### config.mk
export PLATFORM = sky130hd
export DESIGN_NAME = csr_trap_ctrl
export DESIGN_NICKNAME = d
export VERILOG_FILES = /design/src/rtl/csr_pkg.sv /design/src/rtl/csr_irq_arbiter.sv /design/src/rtl/csr_trap_ctrl.sv
export SDC_FILE = /design/constraint.sdc
export NUM_CORES = 1
export LEC_CHECK = 0
export BUFFER_PORTS_ARGS = -buffer_cell sky130_fd_sc_hd__buf_2
export CORE_AREA = 2 2 334 336
export DETAILED_ROUTE_END_ITERATION = 10
export DIE_AREA = 0 0 336 338
export GPL_ROUTABILITY_DRIVEN = 1
export PLACE_DENSITY_LB_ADDON = 0.3
export SETUP_SLACK_MARGIN = 0.4
export SLEW_MARGIN = 25
export SYNTH_ARGS = -nofsm -noshare
export SYNTH_HDL_FRONTEND = slang
export SYNTH_SLANG_ARGS = --single-unit
### constraint.sdc
create_clock -name clk -period 2.3 [get_ports clk]
set_input_delay 0.46 -clock clk [delete_from_list [all_inputs] [get_ports clk]]
set_output_delay 0.46 -clock clk [all_outputs]
set_load 0.03 [all_outputs]
### src/rtl/csr_pkg.sv
// csr_pkg: shared machine-mode CSR types, trap sequencer enums and interrupt constants
package csr_pkg;
  localparam int XLEN = 64;
  localparam logic [1:0] MODE_M = 2'b11;
  localparam logic [1:0] MODE_U = 2'b00;
  localparam int IRQ_MSI = 3;
  localparam int IRQ_MTI = 7;
  localparam int IRQ_MEI = 11;
  localparam int MCAUSE_IRQ_BIT = 63;
  typedef struct packed {
    logic [50:0] hi;
    logic [1:0]  mpp;
    logic [2:0]  rsv2;
    logic        mpie;
    logic [2:0]  rsv1;
    logic        mie;
    logic [2:0]  rsv0;
  } mstatus_t;
  typedef enum logic [1:0] {TK_NONE, TK_EXC, TK_IRQ, TK_MRET} trap_kind_t;
  typedef enum logic [1:0] {S_IDLE, S_DRAIN, S_COMMIT, S_REDIRECT} trap_state_t;
endpackage

### src/rtl/csr_irq_arbiter.sv
// csr_irq_arbiter: interrupt eligibility and fixed-priority cause encoding (MEI > MSI > MTI)
module csr_irq_arbiter
  import csr_pkg::*;
(
  input  logic [XLEN-1:0] i_mip,
  input  logic [XLEN-1:0] i_mie,
  input  mstatus_t        i_mstatus,
  input  logic [1:0]      i_mode,
  output logic            o_irq_valid,
  output logic [3:0]      o_irq_code
);
  logic [XLEN-1:0] w_pend;
  logic            w_en;
  logic            w_unused_bits;
  always_comb begin
    w_pend        = i_mip & i_mie;
    w_en          = (i_mode != MODE_M) | i_mstatus.mie;
    o_irq_valid   = w_en & (w_pend[IRQ_MEI] | w_pend[IRQ_MSI] | w_pend[IRQ_MTI]);
    o_irq_code    = w_pend[IRQ_MEI] ? 4'(IRQ_MEI) : w_pend[IRQ_MSI] ? 4'(IRQ_MSI) : 4'(IRQ_MTI);
    w_unused_bits = |{w_pend[63:12], w_pend[10:8], w_pend[6:4], w_pend[2:0],
                      i_mstatus.hi, i_mstatus.mpp, i_mstatus.rsv2, i_mstatus.mpie,
                      i_mstatus.rsv1, i_mstatus.rsv0};
  end
endmodule

### src/rtl/csr_trap_ctrl.sv
// csr_trap_ctrl: commit-stage trap/mret sequencer driving an atomic CSR update and fetch redirect
module csr_trap_ctrl
  import csr_pkg::*;
(
  input  logic            clk,
  input  logic            reset,
  input  logic            commit_valid,
  input  logic [XLEN-1:0] commit_pc,
  input  logic            exc_valid,
  input  logic [3:0]      exc_code,
  input  logic [XLEN-1:0] exc_tval,
  input  logic            mret_valid,
  input  logic [XLEN-1:0] next_pc,
  input  logic [XLEN-1:0] cur_mstatus,
  input  logic [XLEN-1:0] cur_mtvec,
  input  logic [XLEN-1:0] cur_mepc,
  input  logic [XLEN-1:0] cur_mie,
  input  logic [XLEN-1:0] cur_mip,
  input  logic [1:0]      cur_mode,
  input  logic            mem_busy,
  output logic            stall,
  output logic            flush,
  output logic            trap_we,
  output logic [XLEN-1:0] trap_mepc,
  output logic [XLEN-1:0] trap_mcause,
  output logic [XLEN-1:0] trap_mtval,
  output logic [XLEN-1:0] trap_mstatus,
  output logic [1:0]      trap_mode,
  output logic            trap_is_mret,
  output logic            redirect_valid,
  output logic [XLEN-1:0] redirect_pc,
  input  logic            redirect_ready
);
  trap_state_t     r_state;
  trap_kind_t      r_kind;
  logic [3:0]      r_code;
  logic [XLEN-1:0] r_tval;
  logic [XLEN-1:0] r_pc;
  logic            w_irq_valid;
  logic [3:0]      w_irq_code;
  logic            w_mret;
  mstatus_t        w_ms;
  mstatus_t        w_trap_ms;
  mstatus_t        w_mret_ms;
  logic [XLEN-1:0] w_base;
  logic [XLEN-1:0] w_target;
  csr_irq_arbiter u_arb (
    .i_mip      (cur_mip),
    .i_mie      (cur_mie),
    .i_mstatus  (mstatus_t'(cur_mstatus)),
    .i_mode     (cur_mode),
    .o_irq_valid(w_irq_valid),
    .o_irq_code (w_irq_code)
  );
  always_comb begin
    w_mret         = r_kind == TK_MRET;
    w_ms           = mstatus_t'(cur_mstatus);
    w_trap_ms      = w_ms;
    w_trap_ms.mpie = w_ms.mie;
    w_trap_ms.mie  = 1'b0;
    w_trap_ms.mpp  = cur_mode;
    w_mret_ms      = w_ms;
    w_mret_ms.mie  = w_ms.mpie;
    w_mret_ms.mpie = 1'b1;
    w_mret_ms.mpp  = MODE_U;
    w_base         = cur_mtvec & ~64'd3;
    w_target       = w_mret ? cur_mepc
                   : (r_kind == TK_IRQ && cur_mtvec[1:0] == 2'b01) ? w_base + {58'd0, r_code, 2'b00}
                   : w_base;
  end
  always_ff @(posedge clk) begin
    if (reset) begin
      r_state        <= S_IDLE;
      r_kind         <= TK_NONE;
      r_code         <= '0;
      r_tval         <= '0;
      r_pc           <= '0;
      stall          <= 1'b0;
      flush          <= 1'b0;
      trap_we        <= 1'b0;
      trap_mepc      <= '0;
      trap_mcause    <= '0;
      trap_mtval     <= '0;
      trap_mstatus   <= '0;
      trap_mode      <= '0;
      trap_is_mret   <= 1'b0;
      redirect_valid <= 1'b0;
      redirect_pc    <= '0;
    end else begin
      trap_we <= 1'b0;
      case (r_state)
        S_IDLE: if (commit_valid && (exc_valid || mret_valid || w_irq_valid)) begin
          r_kind  <= exc_valid ? TK_EXC : mret_valid ? TK_MRET : TK_IRQ;
          r_code  <= exc_valid ? exc_code : w_irq_code;
          r_tval  <= exc_valid ? exc_tval : '0;
          r_pc    <= exc_valid ? commit_pc : next_pc;
          stall   <= 1'b1;
          flush   <= 1'b1;
          r_state <= S_DRAIN;
        end
        S_DRAIN: if (!mem_busy) begin
          trap_we      <= 1'b1;
          trap_is_mret <= w_mret;
          trap_mepc    <= w_mret ? '0 : r_pc & ~64'd3;
          trap_mcause  <= w_mret ? '0 : {r_kind == TK_IRQ, 59'd0, r_code};
          trap_mtval   <= w_mret ? '0 : r_tval;
          trap_mstatus <= w_mret ? w_mret_ms : w_trap_ms;
          trap_mode    <= w_mret ? w_ms.mpp : MODE_M;
          r_state      <= S_COMMIT;
        end
        S_COMMIT: begin
          redirect_valid <= 1'b1;
          redirect_pc    <= w_target;
          r_state        <= S_REDIRECT;
        end
        S_REDIRECT: if (redirect_ready) begin
          redirect_valid <= 1'b0;
          stall          <= 1'b0;
          flush          <= 1'b0;
          r_state        <= S_IDLE;
        end
      endcase
    end
  end
endmodule
======== After elaboration in Yosys (flattened, before gate mapping) ========
Cells that the tools add are included.
W data, S select, Z words.
operators by class
  add/sub/neg operators ................... 1
  reductions and logical operators ........ 13
  bitwise operators ....................... 7
  mux-type cells .......................... 23
  equality and inequality tests ........... 10
operators with widths
  kind                  number
  $mux W64              7
  $add A64 B6 Y64       1
  $mux W13              1
  $and A12 B12 Y12      1
  $mux W2               5
  $eq A2 B2 Y1 const B  4
  $mux W4               2
  $ne A2 B2 Y1 const B  4
  $pmux W2 S4           1
  $reduce_and A2 Y1     3
  $reduce_and A3 Y1     2
  $eq A2 B1 Y1 const B  2
  $mux W1               4
  $pmux W1 S2           2
  $reduce_bool A2 Y1    2
  $mux W3               1
  $or A1 B1 Y1          3
  $logic_and A1 B1 Y1   2
  $logic_not A2 Y1      1
  $logic_or A1 B1 Y1    2
  $not A1 Y1            2
  $reduce_or A2 Y1      1
  $and A1 B1 Y1         1
storage, ports and cells
  bits in registers ....................... 462
  word-level logic and storage cells ...... 69
  input port bits ......................... 525
  output and inout port bits .............. 327

======== Longest topological paths before layout ========
  depth after elaboration ................. 8
  gate-level depth with buffers ........... 9
  gate-level depth less buffers ........... 8

======== By module ========
From an unflattened synthesis, not the netlist that was laid out.
unflattened totals
  cells, all modules ...................... 2045
  area, all modules ....................... 16656.0 um2
modules (own cells, without submodules)
  module           area each (um2)  times used  cells an instance  seq. area each (um2)
  csr_trap_ctrl    16594.7          1           2037               7987.7
  csr_irq_arbiter  61.3             1           8                  0.0

======== Worst setup path after synthesis ========
Ideal clock, no wire load.
  path type ............................... input port to flip-flop
  start point ............................. input port cur_mtvec[2]
  end point ............................... register redirect_pc[42]
  cell stages on the path ................. 9
  setup time .............................. 134 ps
  data arrival time ....................... 2182 ps
  path slack .............................. -15 ps
  cells stage by stage .................... ha_1 > fa_1 > a21o_1 > a21o_1 > and4_2 > buf_4 > nand4_1 > xor2_1 > o22ai_1
between the ends
  longest elaborated chain between the ends .. 3
RTL lines
  what                    RTL line              RTL
  start: declaration      csr_trap_ctrl.sv:15   input logic [XLEN-1:0] cur_mtvec,
  $add A64 B6 Y64         csr_trap_ctrl.sv:68   : (r_kind == TK_IRQ && cur_mtvec[1:0] == 2'b01) ? w_base + {58'd0, r_code, 2'b00}
  $mux W64                csr_trap_ctrl.sv:68
  $mux W64                csr_trap_ctrl.sv:67   w_target = w_mret ? cur_mepc
  end signal: assignment  csr_trap_ctrl.sv:113  redirect_pc <= w_target;
  end: declaration        csr_trap_ctrl.sv:31   output logic [XLEN-1:0] redirect_pc,
No other way between the ends.
A chain may end at the register's enable or synchronous reset.

======== Worst setup path after layout ========
  start point ............................. input port cur_mip[3]
  end point ............................... register r_pc[9]
between the ends
  longest elaborated chain between the ends .. 7
RTL lines
  what                         RTL line               RTL
  start: declaration           csr_trap_ctrl.sv:18    input logic [XLEN-1:0] cur_mip,
  $and A12 B12 Y12             csr_irq_arbiter.sv:16  w_pend = i_mip & i_mie;
  $or A1 B1 Y1 (2 in series)   csr_irq_arbiter.sv:18  o_irq_valid = w_en & (w_pend[IRQ_MEI] | w_pend[IRQ_MSI] | w_pend[IRQ_MTI]);
  $and A1 B1 Y1                csr_irq_arbiter.sv:18
  $logic_or A1 B1 Y1           csr_trap_ctrl.sv:92    S_IDLE: if (commit_valid && (exc_valid || mret_valid || w_irq_valid)) begin
  $logic_and A1 B1 Y1          csr_trap_ctrl.sv:92
  $reduce_and A2 Y1 (no line)  -
  end signal: assignment       csr_trap_ctrl.sv:96    r_pc <= exc_valid ? commit_pc : next_pc;
  end: declaration             csr_trap_ctrl.sv:38    logic [XLEN-1:0] r_pc;
No other way between the ends.

==> impl_results.md <==
* Total power at 27.6 mW
* DRC errors left at 0
* Most frequent cell after synthesis: nand2_1
* Proportion of layout cells with a drive suffix above 1 at 0.471
* Syn Inst Count at 2070
* GR Util All Layers at 0.138
* Fin crit share at 0.921
* Ys Warns at 0
* CTS Buffer Depth at 3
* Avg Inst Size Synth at 8.12 sq um
* Switching share of power at 0.374
* Area grow syn2layout at 68.6%
* Cts bufs inserted at 51
* Async SR Flop Fraction at 0
* DR iter-0 viols at 886
* Vias after detailed routing at 18100
* Leak at 11.6 nW
* Crit Path Category: primary input to register
* Switch Pwr at 10.3 mW
* Top FF cell, synth: dfxtp_1
* Post-synth EDFFs at 0
* Clock network fraction of total power at 0.302
* Rel. slew slack at 0.466
* DIE WIDTH at 336 um
* Critical Path RT at 2.82 ns
* CP cell instances: buf_6 > a222oi_1 > buf_4 > o21ai_4 > buf_6 > and3_4 > buf_12 > clkbuf_16 > a211oi_4
* Tmin final at 2.12 ns
* H-Tree Depth at 2
* First-pass GRT wire length at 114 mm
* Synth area leaders: dfxtp_1, nand2_1, a21oi_1, mux2i_1, a211oi_1
* Mux cell area share after synthesis at 0.0387
* Status: finished, final reports clean
* Top post-synthesis cells by count: nand2_1, dfxtp_1, a21oi_1
* # nets final at 3387
* CP Max Fanout at 8
* Std-Cell Rows at 122
* Xor/xnor share of the synthesized area at 0.0271
* Fin Clk Skew at 0.0235 ns
* Die area at 0.114 sq mm
* I/O Buffers at 664
* Number of fill cells in the layout at 12000
* CP endpoint kind: register
* Reg clk slew, reported paths at 0.06 ns
* Multi-input gate area at 0.0104 sq mm
* Synth Area in Compound Gates at 0.166
* Grt total ovfl at 0
* Fin Setup TNS at 0 ns
* Final hold slack at 0.0847 ns
* Combinational share of power at 0.388
* Vias in the first global route at 16000
* Die Ht at 338 um
* Clock sink total at 399
* RSZ-0062 raised after global routing: yes
* Final count of negative-setup-slack endpoints at 0
* Top-area cell type share of the netlist area at 0.475
* Flip-flop and latch area at 0.00800 sq mm
* Element type at the critical path start: primary input
* Maximum vdd drop at 0.486 mV
* Post-CTS Hold Fix Bufs at 0
* Io pins at 852
* Int Power at 17.2 mW
* Synth Area in Simple Gates at 0.219
* Post-synthesis sequential area ratio at 0.475
* Initial antenna violation count at 36
* Flop and latch count out of synthesis at 399
* Seq pwr share at 0.311
* Detailed Routing Iterations Pass 1 at 5
* Hold Path Class: primary input to register
* Initial core utilization at 0.153
* CP peak stage delay at 0.72 ns
* Clock tree from TritonCTS: yes
* R2R setup slack at 0.20 ns
* Core Box Area at 0.110 sq mm
* Cell taking the most area after synthesis: dfxtp_1
* Highest clock rate at 472 MHz
* Final Hold Fails at 0
* Clk_lat worst skew at 0.62 ns
* Post-Route WL at 89.2 mm
* GPL Wtd Cong at 0.876
* Max Cap Viol at 0
* Post-Syn Area at 0.0168 sq mm
* Pin count of the biggest net entering global routing at 73
* Cell variety after synth at 65
* Worst-margin pin slew at 0.800 ns
* Pwr dens at 973 mW/mm^2
* Slowest-stage cell, CP: a222oi_1
* Slew Viols, Final at 0
* DR vias/cell at 4.12
* Synth Area in Adders at 0.00715
* Post-DP HPWL at 61.0 mm
* Cell mode on critical path: buf_6
* CP arrival at 2.64 ns
* DRT antenna net count at 0
* Root Buffer: clkbuf_16
* Combinational family with the most area after synthesis: simple AND/OR/NAND/NOR gates
* WL/cell at 20.3 um
* Post-layout util at 0.257
==> worst max-delay path: cells and delay by family <==
| kind | cells | cell delay [ns] |
|---|---|---|
| buffers and inverters | 5 | 0.91 |
| AO/OA/AOI/OAI | 3 | 1.00 |
| AND/OR/NAND/NOR | 1 | 0.24 |
==> cell usage in the layout, fill, tap and decap left out, types with 8 or more instances in the layout <==
| cell | synthesis | final |
|---|---|---|
| nor2_4 | 0 | 53 |
| diode_2 | 0 | 12 |
| dfxtp_1 | 399 | 394 |
| nand3_4 | 0 | 32 |
| buf_4 | 64 | 104 |
| conb_1 | 1 | 61 |
| xnor2_2 | 0 | 13 |
| a211oi_2 | 0 | 62 |
| nor2_1 | 110 | 35 |
| clkbuf_8 | 0 | 8 |
| xnor2_1 | 32 | 16 |
| inv_1 | 9 | 8 |
| and4_1 | 9 | 9 |
| buf_16 | 0 | 10 |
| buf_8 | 0 | 12 |
| buf_6 | 1 | 35 |
| nand4_1 | 20 | 20 |
| xor2_1 | 20 | 12 |
| clkbuf_16 | 0 | 77 |
| a21oi_1 | 304 | 245 |
| nor2_2 | 0 | 22 |
| nand2_4 | 0 | 21 |
| a21oi_2 | 0 | 58 |
| mux2i_1 | 65 | 64 |
| nand2_1 | 505 | 482 |
| buf_2 | 14 | 660 |
| and3_1 | 35 | 31 |
| o22ai_1 | 21 | 19 |
| a22oi_1 | 19 | 19 |
| o21ai_1 | 2 | 20 |
| o21ai_0 | 37 | 14 |
| buf_12 | 0 | 38 |
| nand3_2 | 2 | 44 |
| nand3_1 | 96 | 22 |
==> flip-flops by register name (all words and copies together), names as in the netlist <==
signal and cells:
r_tval 64, redirect_pc 64, trap_mstatus 64, trap_mtval 64
r_pc 62, trap_mepc 62, trap_mcause 5, r_code 4
r_kind 2, r_state 2, trap_mode 2, flush 1
redirect_valid 1, trap_is_mret 1, trap_we 1
==> repair_timing <==
| action | in CTS | in global routing |
|---|---|---|
| cloned | 7 | 31 |
| gates resized for setup | 128 | 473 |
| hold endpoints to repair | 0 | 0 |
| setup buffers | 25 | 16 |
| endpoints found under the setup margin | 324 | 250 |
| pin swaps | 58 | 184 |
==> through the flow <==
stage / std cells / cell area, sq um / setup WS (ns)
2_1_floorplan: 2130 / 17100 / 0.204
3_3_place_gp: 4209 / 22700 / -0.473
3_5_place_dp: 4209 / 22700 / -0.434
4_1_cts: 4329 / 25300 / 0.196
5_1_grt: 4383 / 28300 / 0.142
6_report: 4388 / 28300 / 0.181
==> area by class of cell <==
| type | count | area share |
|---|---|---|
| Antenna cell | 12 | 0.00106 |
| Clock buffer | 67 | 0.0507 |
| Clock inverter | 21 | 0.00963 |
| Inverter | 9 | 0.00124 |
| Multi-Input combinational cell | 1508 | 0.366 |
| Sequential cell | 399 | 0.282 |
| Tap cell | 1488 | 0.0657 |
| Timing Repair Buffer | 884 | 0.223 |
==> power by group through the flow <==
stage,clock network (mW),logic [mW],registers (mW)
2_1_floorplan,0,3.20,9.41
3_3_place_gp,0,7.25,8.52
3_5_place_dp,0,7.23,8.55
4_1_cts,8.63,8.07,8.41
5_1_grt,8.87,11.4,8.66
6_report,8.31,10.7,8.56
==> logic make-up after synthesis <==
kind of cell | after synthesis
muxes | 65
and+or+nand+nor | 832
xor gates and xnor gates | 52
AOI/OAI and AO/OA | 485
buffers and inverters | 227
DFF | 399
other | 1
adders and majority gates | 9
==> metal layers <==
metal,GRT usage,up-vias,share of wire
li1,-,8604,-
met4,0.0423,38,0.026
met2,0.204,660,0.44
met5,0,-,0.0028
met1,0.182,8619,0.44
met3,0.0539,143,0.096
==> path summary, 6_finish.rpt <==
| check | from | end | depth (start not counted) |
|---|---|---|---|
| setup reg to reg | r_code[0] | redirect_pc[42] | 9 |
| setup / recovery | cur_mip[3] | r_pc[9] | 9 |
| hold reg to reg | r_tval[2] | trap_mtval[2] | 2 |
| hold / removal | cur_mstatus[22] | trap_mstatus[22] | 3 |
Power figures use the tool's default switching activity.
